==> src/rtl/prga_fifo_framer_pkg.sv <==
// Shared definitions for prga_fifo_framer: FSM states, header field layout, checksum seed.
// ST_CKSUM exists only when PRGA_FIFO_FRAMER_CHECKSUM_EN is defined.
package prga_fifo_framer_pkg;

`ifdef PRGA_FIFO_FRAMER_CHECKSUM_EN
  typedef enum logic [1:0] {
    ST_FILL    = 2'd0,
    ST_HDR     = 2'd1,
    ST_PAYLOAD = 2'd2,
    ST_CKSUM   = 2'd3
  } state_e;
`else
  typedef enum logic [1:0] {
    ST_FILL    = 2'd0,
    ST_HDR     = 2'd1,
    ST_PAYLOAD = 2'd2
  } state_e;
`endif

  localparam int LEN_LSB    = 0;
  localparam int CKSUM_SEED = 0;

  // Sequence field starts on the first byte boundary above the length field.
  function automatic int seq_lsb(input int max_payload_log2);
    return ((max_payload_log2 + 8) / 8) * 8;
  endfunction

endpackage

==> src/rtl/prga_fifo_framer_buf.sv <==
// Payload store for prga_fifo_framer: 2**DEPTH_LOG2 registers with write/read pointers.
// The write pointer doubles as the word count; clear empties the store for the next packet.
module prga_fifo_framer_buf #(
  parameter int DATA_WIDTH = 32,
  parameter int DEPTH_LOG2 = 2
) (
  input  logic                  clk,
  input  logic                  rst_n,
  input  logic                  clear,
  input  logic                  wr_en,
  input  logic [DATA_WIDTH-1:0] wr_data,
  input  logic                  rd_adv,
  output logic [DATA_WIDTH-1:0] rd_data,
  output logic [DEPTH_LOG2:0]   count,
  output logic                  rd_last
);

  localparam int                DEPTH = 2 ** DEPTH_LOG2;
  localparam logic [DEPTH_LOG2:0] ONE = 1;

  logic [DATA_WIDTH-1:0] mem_reg [DEPTH];
  logic [DEPTH_LOG2:0]   wr_ptr_reg;
  logic [DEPTH_LOG2-1:0] rd_ptr_reg;

  always_ff @(posedge clk) begin
    if (wr_en) begin
      mem_reg[wr_ptr_reg[DEPTH_LOG2-1:0]] <= wr_data;
    end
  end

  always_ff @(posedge clk) begin
    if (!rst_n || clear) begin
      wr_ptr_reg <= '0;
      rd_ptr_reg <= '0;
    end else begin
      if (wr_en) begin
        wr_ptr_reg <= wr_ptr_reg + ONE;
      end
      if (rd_adv) begin
        rd_ptr_reg <= rd_ptr_reg + DEPTH_LOG2'(1);
      end
    end
  end

  assign rd_data = mem_reg[rd_ptr_reg];
  assign count   = wr_ptr_reg;
  assign rd_last = ({1'b0, rd_ptr_reg} + ONE) == wr_ptr_reg;

endmodule

==> src/rtl/prga_fifo_framer.sv <==
// Packet framer: drains a prga_fifo-style source into {header, payload[, checksum]} packets.
// Define PRGA_FIFO_FRAMER_CHECKSUM_EN to append an XOR trailer word to every packet.
module prga_fifo_framer
  import prga_fifo_framer_pkg::*;
#(
  parameter int DATA_WIDTH       = 32,
  parameter int MAX_PAYLOAD_LOG2 = 2,
  parameter int TIMEOUT          = 16,
  parameter int SEQ_WIDTH        = 8,
  parameter int INPUT_LOOKAHEAD  = 0,
  parameter int OUTPUT_LOOKAHEAD = 0
) (
  input  logic                  clk,
  input  logic                  rst_n,
  input  logic                  empty_i,
  output logic                  rd_i,
  input  logic [DATA_WIDTH-1:0] dout_i,
  output logic                  empty,
  input  logic                  rd,
  output logic [DATA_WIDTH-1:0] dout
);

  localparam int CW      = MAX_PAYLOAD_LOG2 + 1;
  localparam int IW      = $clog2(TIMEOUT + 1);
  localparam int SEQ_LSB = seq_lsb(MAX_PAYLOAD_LOG2);

  localparam logic [CW-1:0] MAX_CNT     = CW'(2 ** MAX_PAYLOAD_LOG2);
  localparam logic [IW-1:0] TIMEOUT_CNT = IW'(TIMEOUT);

  state_e                state_reg, state_next;
  logic [SEQ_WIDTH-1:0]  seq_reg;
  logic [IW-1:0]         idle_reg;
  logic                  inflight_reg;
  logic [DATA_WIDTH-1:0] dout_reg;
  logic [DATA_WIDTH-1:0] hdr;
  logic [DATA_WIDTH-1:0] cur_word;
  logic                  out_valid;
  logic                  pop;
  logic                  pkt_done;
  logic                  go_hdr;
  logic                  capture;

  logic [DATA_WIDTH-1:0] buf_rdata;
  logic [CW-1:0]         count;
  logic                  buf_adv;
  logic                  buf_last;

`ifdef PRGA_FIFO_FRAMER_CHECKSUM_EN
  logic [DATA_WIDTH-1:0] cksum_reg;
`endif

  prga_fifo_framer_buf #(
    .DATA_WIDTH (DATA_WIDTH),
    .DEPTH_LOG2 (MAX_PAYLOAD_LOG2)
  ) u_buf (
    .clk     (clk),
    .rst_n   (rst_n),
    .clear   (pkt_done),
    .wr_en   (capture),
    .wr_data (dout_i),
    .rd_adv  (buf_adv),
    .rd_data (buf_rdata),
    .count   (count),
    .rd_last (buf_last)
  );

  // Non-lookahead sources deliver the word one cycle after the read strobe.
  assign capture = (INPUT_LOOKAHEAD != 0) ? rd_i : inflight_reg;

  // Never leave FILL with a read outstanding, so no word can arrive outside FILL.
  assign go_hdr = (count == MAX_CNT) ||
                  ((count != '0) && (idle_reg == TIMEOUT_CNT) && !inflight_reg);

  always_comb begin
    hdr = '0;
    hdr[LEN_LSB +: CW]        = count;
    hdr[SEQ_LSB +: SEQ_WIDTH] = seq_reg;
  end

  always_comb begin
    state_next = state_reg;
    rd_i       = 1'b0;
    out_valid  = 1'b0;
    cur_word   = '0;
    buf_adv    = 1'b0;
    pkt_done   = 1'b0;
    case (state_reg)
      ST_FILL: begin
        rd_i = rst_n && !go_hdr && !empty_i &&
               ((count + CW'(inflight_reg)) < MAX_CNT);
        if (go_hdr) begin
          state_next = ST_HDR;
        end
      end
      ST_HDR: begin
        out_valid = 1'b1;
        cur_word  = hdr;
        if (rd) begin
          state_next = ST_PAYLOAD;
        end
      end
      ST_PAYLOAD: begin
        out_valid = 1'b1;
        cur_word  = buf_rdata;
        if (rd) begin
          buf_adv = 1'b1;
          if (buf_last) begin
`ifdef PRGA_FIFO_FRAMER_CHECKSUM_EN
            state_next = ST_CKSUM;
`else
            state_next = ST_FILL;
            pkt_done   = 1'b1;
`endif
          end
        end
      end
`ifdef PRGA_FIFO_FRAMER_CHECKSUM_EN
      ST_CKSUM: begin
        out_valid = 1'b1;
        cur_word  = cksum_reg;
        if (rd) begin
          state_next = ST_FILL;
          pkt_done   = 1'b1;
        end
      end
`endif
      default: begin
        state_next = ST_FILL;
      end
    endcase
  end

  assign empty = !out_valid;
  assign pop   = rd && out_valid;
  assign dout  = (OUTPUT_LOOKAHEAD != 0) ? cur_word : dout_reg;

  always_ff @(posedge clk) begin
    if (!rst_n) begin
      state_reg    <= ST_FILL;
      seq_reg      <= '0;
      idle_reg     <= '0;
      inflight_reg <= 1'b0;
      dout_reg     <= '0;
    end else begin
      state_reg    <= state_next;
      inflight_reg <= (INPUT_LOOKAHEAD == 0) && rd_i;
      if (pkt_done) begin
        seq_reg <= seq_reg + SEQ_WIDTH'(1);
      end
      if ((state_reg != ST_FILL) || capture) begin
        idle_reg <= '0;
      end else if ((count != '0) && (idle_reg != TIMEOUT_CNT)) begin
        idle_reg <= idle_reg + IW'(1);
      end
      if (pop) begin
        dout_reg <= cur_word;
      end
    end
  end

`ifdef PRGA_FIFO_FRAMER_CHECKSUM_EN
  always_ff @(posedge clk) begin
    if (!rst_n) begin
      cksum_reg <= DATA_WIDTH'(CKSUM_SEED);
    end else if (pop && (state_reg == ST_HDR)) begin
      cksum_reg <= DATA_WIDTH'(CKSUM_SEED) ^ hdr;
    end else if (pop && (state_reg == ST_PAYLOAD)) begin
      cksum_reg <= cksum_reg ^ buf_rdata;
    end
  end
`endif

endmodule

==> config.mk <==
export PLATFORM = sky130hd
export DESIGN_NAME = prga_fifo_framer
export DESIGN_NICKNAME = d
export VERILOG_FILES = /design/src/rtl/prga_fifo_framer_pkg.sv /design/src/rtl/prga_fifo_framer_buf.sv /design/src/rtl/prga_fifo_framer.sv
export SDC_FILE = /design/constraint.sdc
export NUM_CORES = 1
export LEC_CHECK = 0
export CORE_MARGIN = 4
export CORE_UTILIZATION = 50
export DETAILED_ROUTE_END_ITERATION = 10
export PLACE_DENSITY_LB_ADDON = 0.05
export RECOVER_POWER = 50
export SYNTH_ARGS = -nofsm -noshare
export SYNTH_HDL_FRONTEND = slang
export SYNTH_SLANG_ARGS = --single-unit
==> constraint.sdc <==
create_clock -name clk -period 2.9 [get_ports clk]
set_input_delay 0.58 -clock clk [delete_from_list [all_inputs] [get_ports clk]]
set_output_delay 0.58 -clock clk [all_outputs]
set_load 0.01 [all_outputs]
==> flow_metrics.env <==
export IMPL_regToRegStartpoint="u_buf.count[0]"
export IMPL_synth_top_cell_area_share_pct=55.6
export IMPL_synth_area_top_cells="sky130_fd_sc_hd__edfxtp_1 (56%), sky130_fd_sc_hd__dfxtp_1 (16%), sky130_fd_sc_hd__mux4_2 (10%), sky130_fd_sc_hd__nor2_1 (2.4%), sky130_fd_sc_hd__a22oi_1 (2.3%)"
export IMPL_clkSlewWorstSetupHoldPaths_ns=0.06
export IMPL_drc=0
export IMPL_synth_seq_cells=183
export IMPL_dp_hpwl_um=8060
export IMPL_peakVddDrop_v=0.000434
export IMPL_drive_gt1_share_pct=15.7
export IMPL_busiest_layer="met2"
export IMPL_overflow_left_after_global_routing=0
export IMPL_via_per_inst=5.55
export IMPL_final_hold_vios=0
export IMPL_first_global_vias=3915
export IMPL_final_max_slew_viol_count=0
export IMPL_tritoncts="yes"
export IMPL_syn_cell_area_um2=6910
export IMPL_numPortBuffers=69
export IMPL_met1_usage_pct=22.8
export IMPL_antenna_cells_inserted=0
export IMPL_core_area_um2=13400
export IMPL_start_util_pct=51.6
export IMPL_finalWorstPathRequiredPeriod_ns=2.54
export IMPL_number_of_enable_type_register_cells_in_the_synthesized_netlist=128
export IMPL_ys_seq_area_share_pct=71.6
export IMPL_cts_root_to_sink_buffers=2
export IMPL_cp_slowest_stage_delay_ns=0.47
export IMPL_fmax_ghz=0.393
export IMPL_design_final_nets=546
export IMPL_routabilityCongestion=0.783
export IMPL_clk_root_buffer_cell="sky130_fd_sc_hd__clkbuf_16"
export IMPL_yosysTopAreaCell="sky130_fd_sc_hd__edfxtp_1"
export IMPL_chipWidth_um=126
export IMPL_worst_r2r_endpoint="u_buf.mem_reg[3][2]"
export IMPL_number_of_antenna_violations_at_the_first_check_in_global_routing=0
export IMPL_postRouteWirelength_um=13200
export IMPL_synth_cells=418
export IMPL_tritoncts_num_sinks=183
export IMPL_num_io_pins=70
export IMPL_flow_area_growth_from_synthesis_pct=22.3
export IMPL_synthTopCellsByCount="sky130_fd_sc_hd__edfxtp_1 (128), sky130_fd_sc_hd__dfxtp_1 (55), sky130_fd_sc_hd__nor2_1 (44)"
export IMPL_timing_critical_path_slowest_stage_cell="sky130_fd_sc_hd__dfxtp_1"
export IMPL_globalRouteMet3Util_pct=5.33
export IMPL_post_drt_wl_per_cell_um=19.2
export IMPL_total_leakage_power_nw=2.80
export IMPL_drtPass1Iterations=4
export IMPL_number_of_routed_nets_with_antenna_violations=0
export IMPL_synthMostInstantiatedCell="sky130_fd_sc_hd__edfxtp_1"
export IMPL_critical_path_arrival_ns=1.96
export IMPL_fp_dieH_um=126
export IMPL_clkLatencyLatePin_ns=0.42
export IMPL_postSynthNetCount=466
export IMPL_pin_count_of_the_biggest_net_entering_global_routing=33
export IMPL_r2r_setup_slack_ns=0.54
export IMPL_fin_tns_setup_ns=0
export IMPL_die_area_um2=15800
export IMPL_floorplan_rows=42
export IMPL_maxCapViolations=0
export IMPL_run_status="finished clean"
export IMPL_finalPower_w=0.00574
export IMPL_setup_viol=0
export IMPL_synth_async_sr_flop_share_pct=0
export IMPL_synth_top_flop_cell="sky130_fd_sc_hd__edfxtp_1"
export IMPL_timing_critical_path_cells="inv_1 -> ha_1 -> nand2_1 -> o311a_1 -> nor4b_1 -> dlymetal6s2s_1"
export IMPL_type_of_the_worst_min_delay_path="reg -> reg"
export IMPL_worstRegToRegCells=3
export IMPL_cts_buffers_inserted=17
export IMPL_critical_path_startpoint="u_buf.count[0]"
export IMPL_ys_warns=0
export IMPL_worst_setup_path_end_kind="output port"
export IMPL_power_per_cell_area_nw_per_um2=679
export IMPL_met2_usage_pct=28.4
export IMPL_groute_usage_overall_pct=17.4
export IMPL_detail_route_iter0_violations=320
export IMPL_timing_critical_path_required_ns=2.32
export IMPL_hold_crit_start="u_buf.rd_ptr_reg[1]"
export IMPL_fin_skew_ns=0.00952
export IMPL_global_route_wire_length_before_repair_um=21000
export IMPL_slew_at_the_pin_with_the_worst_max_slew_slack_ns=1.47
export IMPL_start_kind="flop"
export IMPL_final_fill_count=1010
export IMPL_avgSynthCellArea_um2=16.5
export IMPL_timing_setup_critical_path_class="reg -> out"
export IMPL_crit_end="rd_i"
export IMPL_grt_setup_unrepaired="no"
export IMPL_post_synth_num_cell_types=34
export IMPL_largest_register_ffs=128
export IMPL_critical_path_fanout_max=7
export IMPL_cts_htree_levels=4
export IMPL_route_vias_total=3815
export IMPL_slew_margin_rel_pct=2.13
export IMPL_post_route_period_util_pct=87.6
[power by group]
part	total (W)	switching, W	leakage [nW]	internal [W]
clock	0.00226	0.000942	0.275	0.00132
sequential	0.00297	0.0000486	1.61	0.00292
combinational	0.000512	0.000281	0.919	0.000231
[placed cells by master (no fill, tap or decap), types with 13 or more instances in the layout]
cell type,synthesis,final
sky130_fd_sc_hd__dlygate4sd3_1,0,32
sky130_fd_sc_hd__clkbuf_16,0,17
sky130_fd_sc_hd__dfxtp_1,55,52
sky130_fd_sc_hd__clkdlybuf4s50_1,0,36
sky130_fd_sc_hd__nor2_1,44,44
sky130_fd_sc_hd__mux4_2,32,32
sky130_fd_sc_hd__a22oi_1,21,21
sky130_fd_sc_hd__o21ai_0,13,13
sky130_fd_sc_hd__edfxtp_1,128,128
[logic make-up after synthesis]
group	after synthesis	share of synthesized area, %
and+or+nand+nor	83	5.85
buffers and inverters	31	1.79
xor gates and xnor gates	12	1.52
muxes	35	10.9
adders and majority gates	12	2.17
AOI/OAI and AO/OA	62	6.23
DFF	183	71.6
[worst min-delay path by stage]
stage | end | slack [ns] | cells after the start
final | flop | 0.49 | 2
after floorplan | state_reg[1] | 0.45 | 2
after detailed placement | flop | 0.48 | 2
after global routing | seq_reg[7] | 0.50 | 2
after CTS | flop | 0.49 | 2
after global placement | seq_reg[7] | 0.46 | 2
[through the flow]
step                      instance area [um^2]  std cells  setup slack, ns  util (%)  hold slack, ns
final                                     8450        687            0.358      63.1           0.492
after global routing                      8450        687            0.252      63.1           0.499
after CTS                                 8450        687           0.0320      63.1           0.489
after detailed placement                  7870        655            0.311      58.7           0.476
after global placement                    7870        655            0.310      58.7           0.462
after floorplan                           6910        418            0.912         -           0.451
[critical path, delay by kind of cell (launching register included)]
kind            cells  cell delay [ns]
buf+inv             2             0.30
flops               1             0.47
compound gates      1             0.20
fa+ha+maj           1             0.25
simple gates        2             0.32
[what timing repair did]
action                                  4_1_cts  5_1_grt
setup buffers                                 0        0
endpoints found under the setup margin        1        1
gates resized for setup                       2        1
hold buffers                                  0        0
[metal layers]
layer | up-vias | share of wire (%)
li1 | 1787 | -
met1 | 1924 | 45
met2 | 96 | 50
met3 | 8 | 5.2
met4 | 0 | 0.66
met5 | - | 0
[cell type report]
class / instances / area, um^2 / share of cell area [%]
clock buffer: 22 / 464 / 5.49
inverter: 9 / 33.8 / 0.400
tap: 176 / 220 / 2.61
sequential: 183 / 4950 / 58.6
multi-input combinational: 204 / 1840 / 21.8
timing repair buffer: 83 / 823 / 9.74
clock inverter: 10 / 118 / 1.39
(Power assumes the default switching activity.)
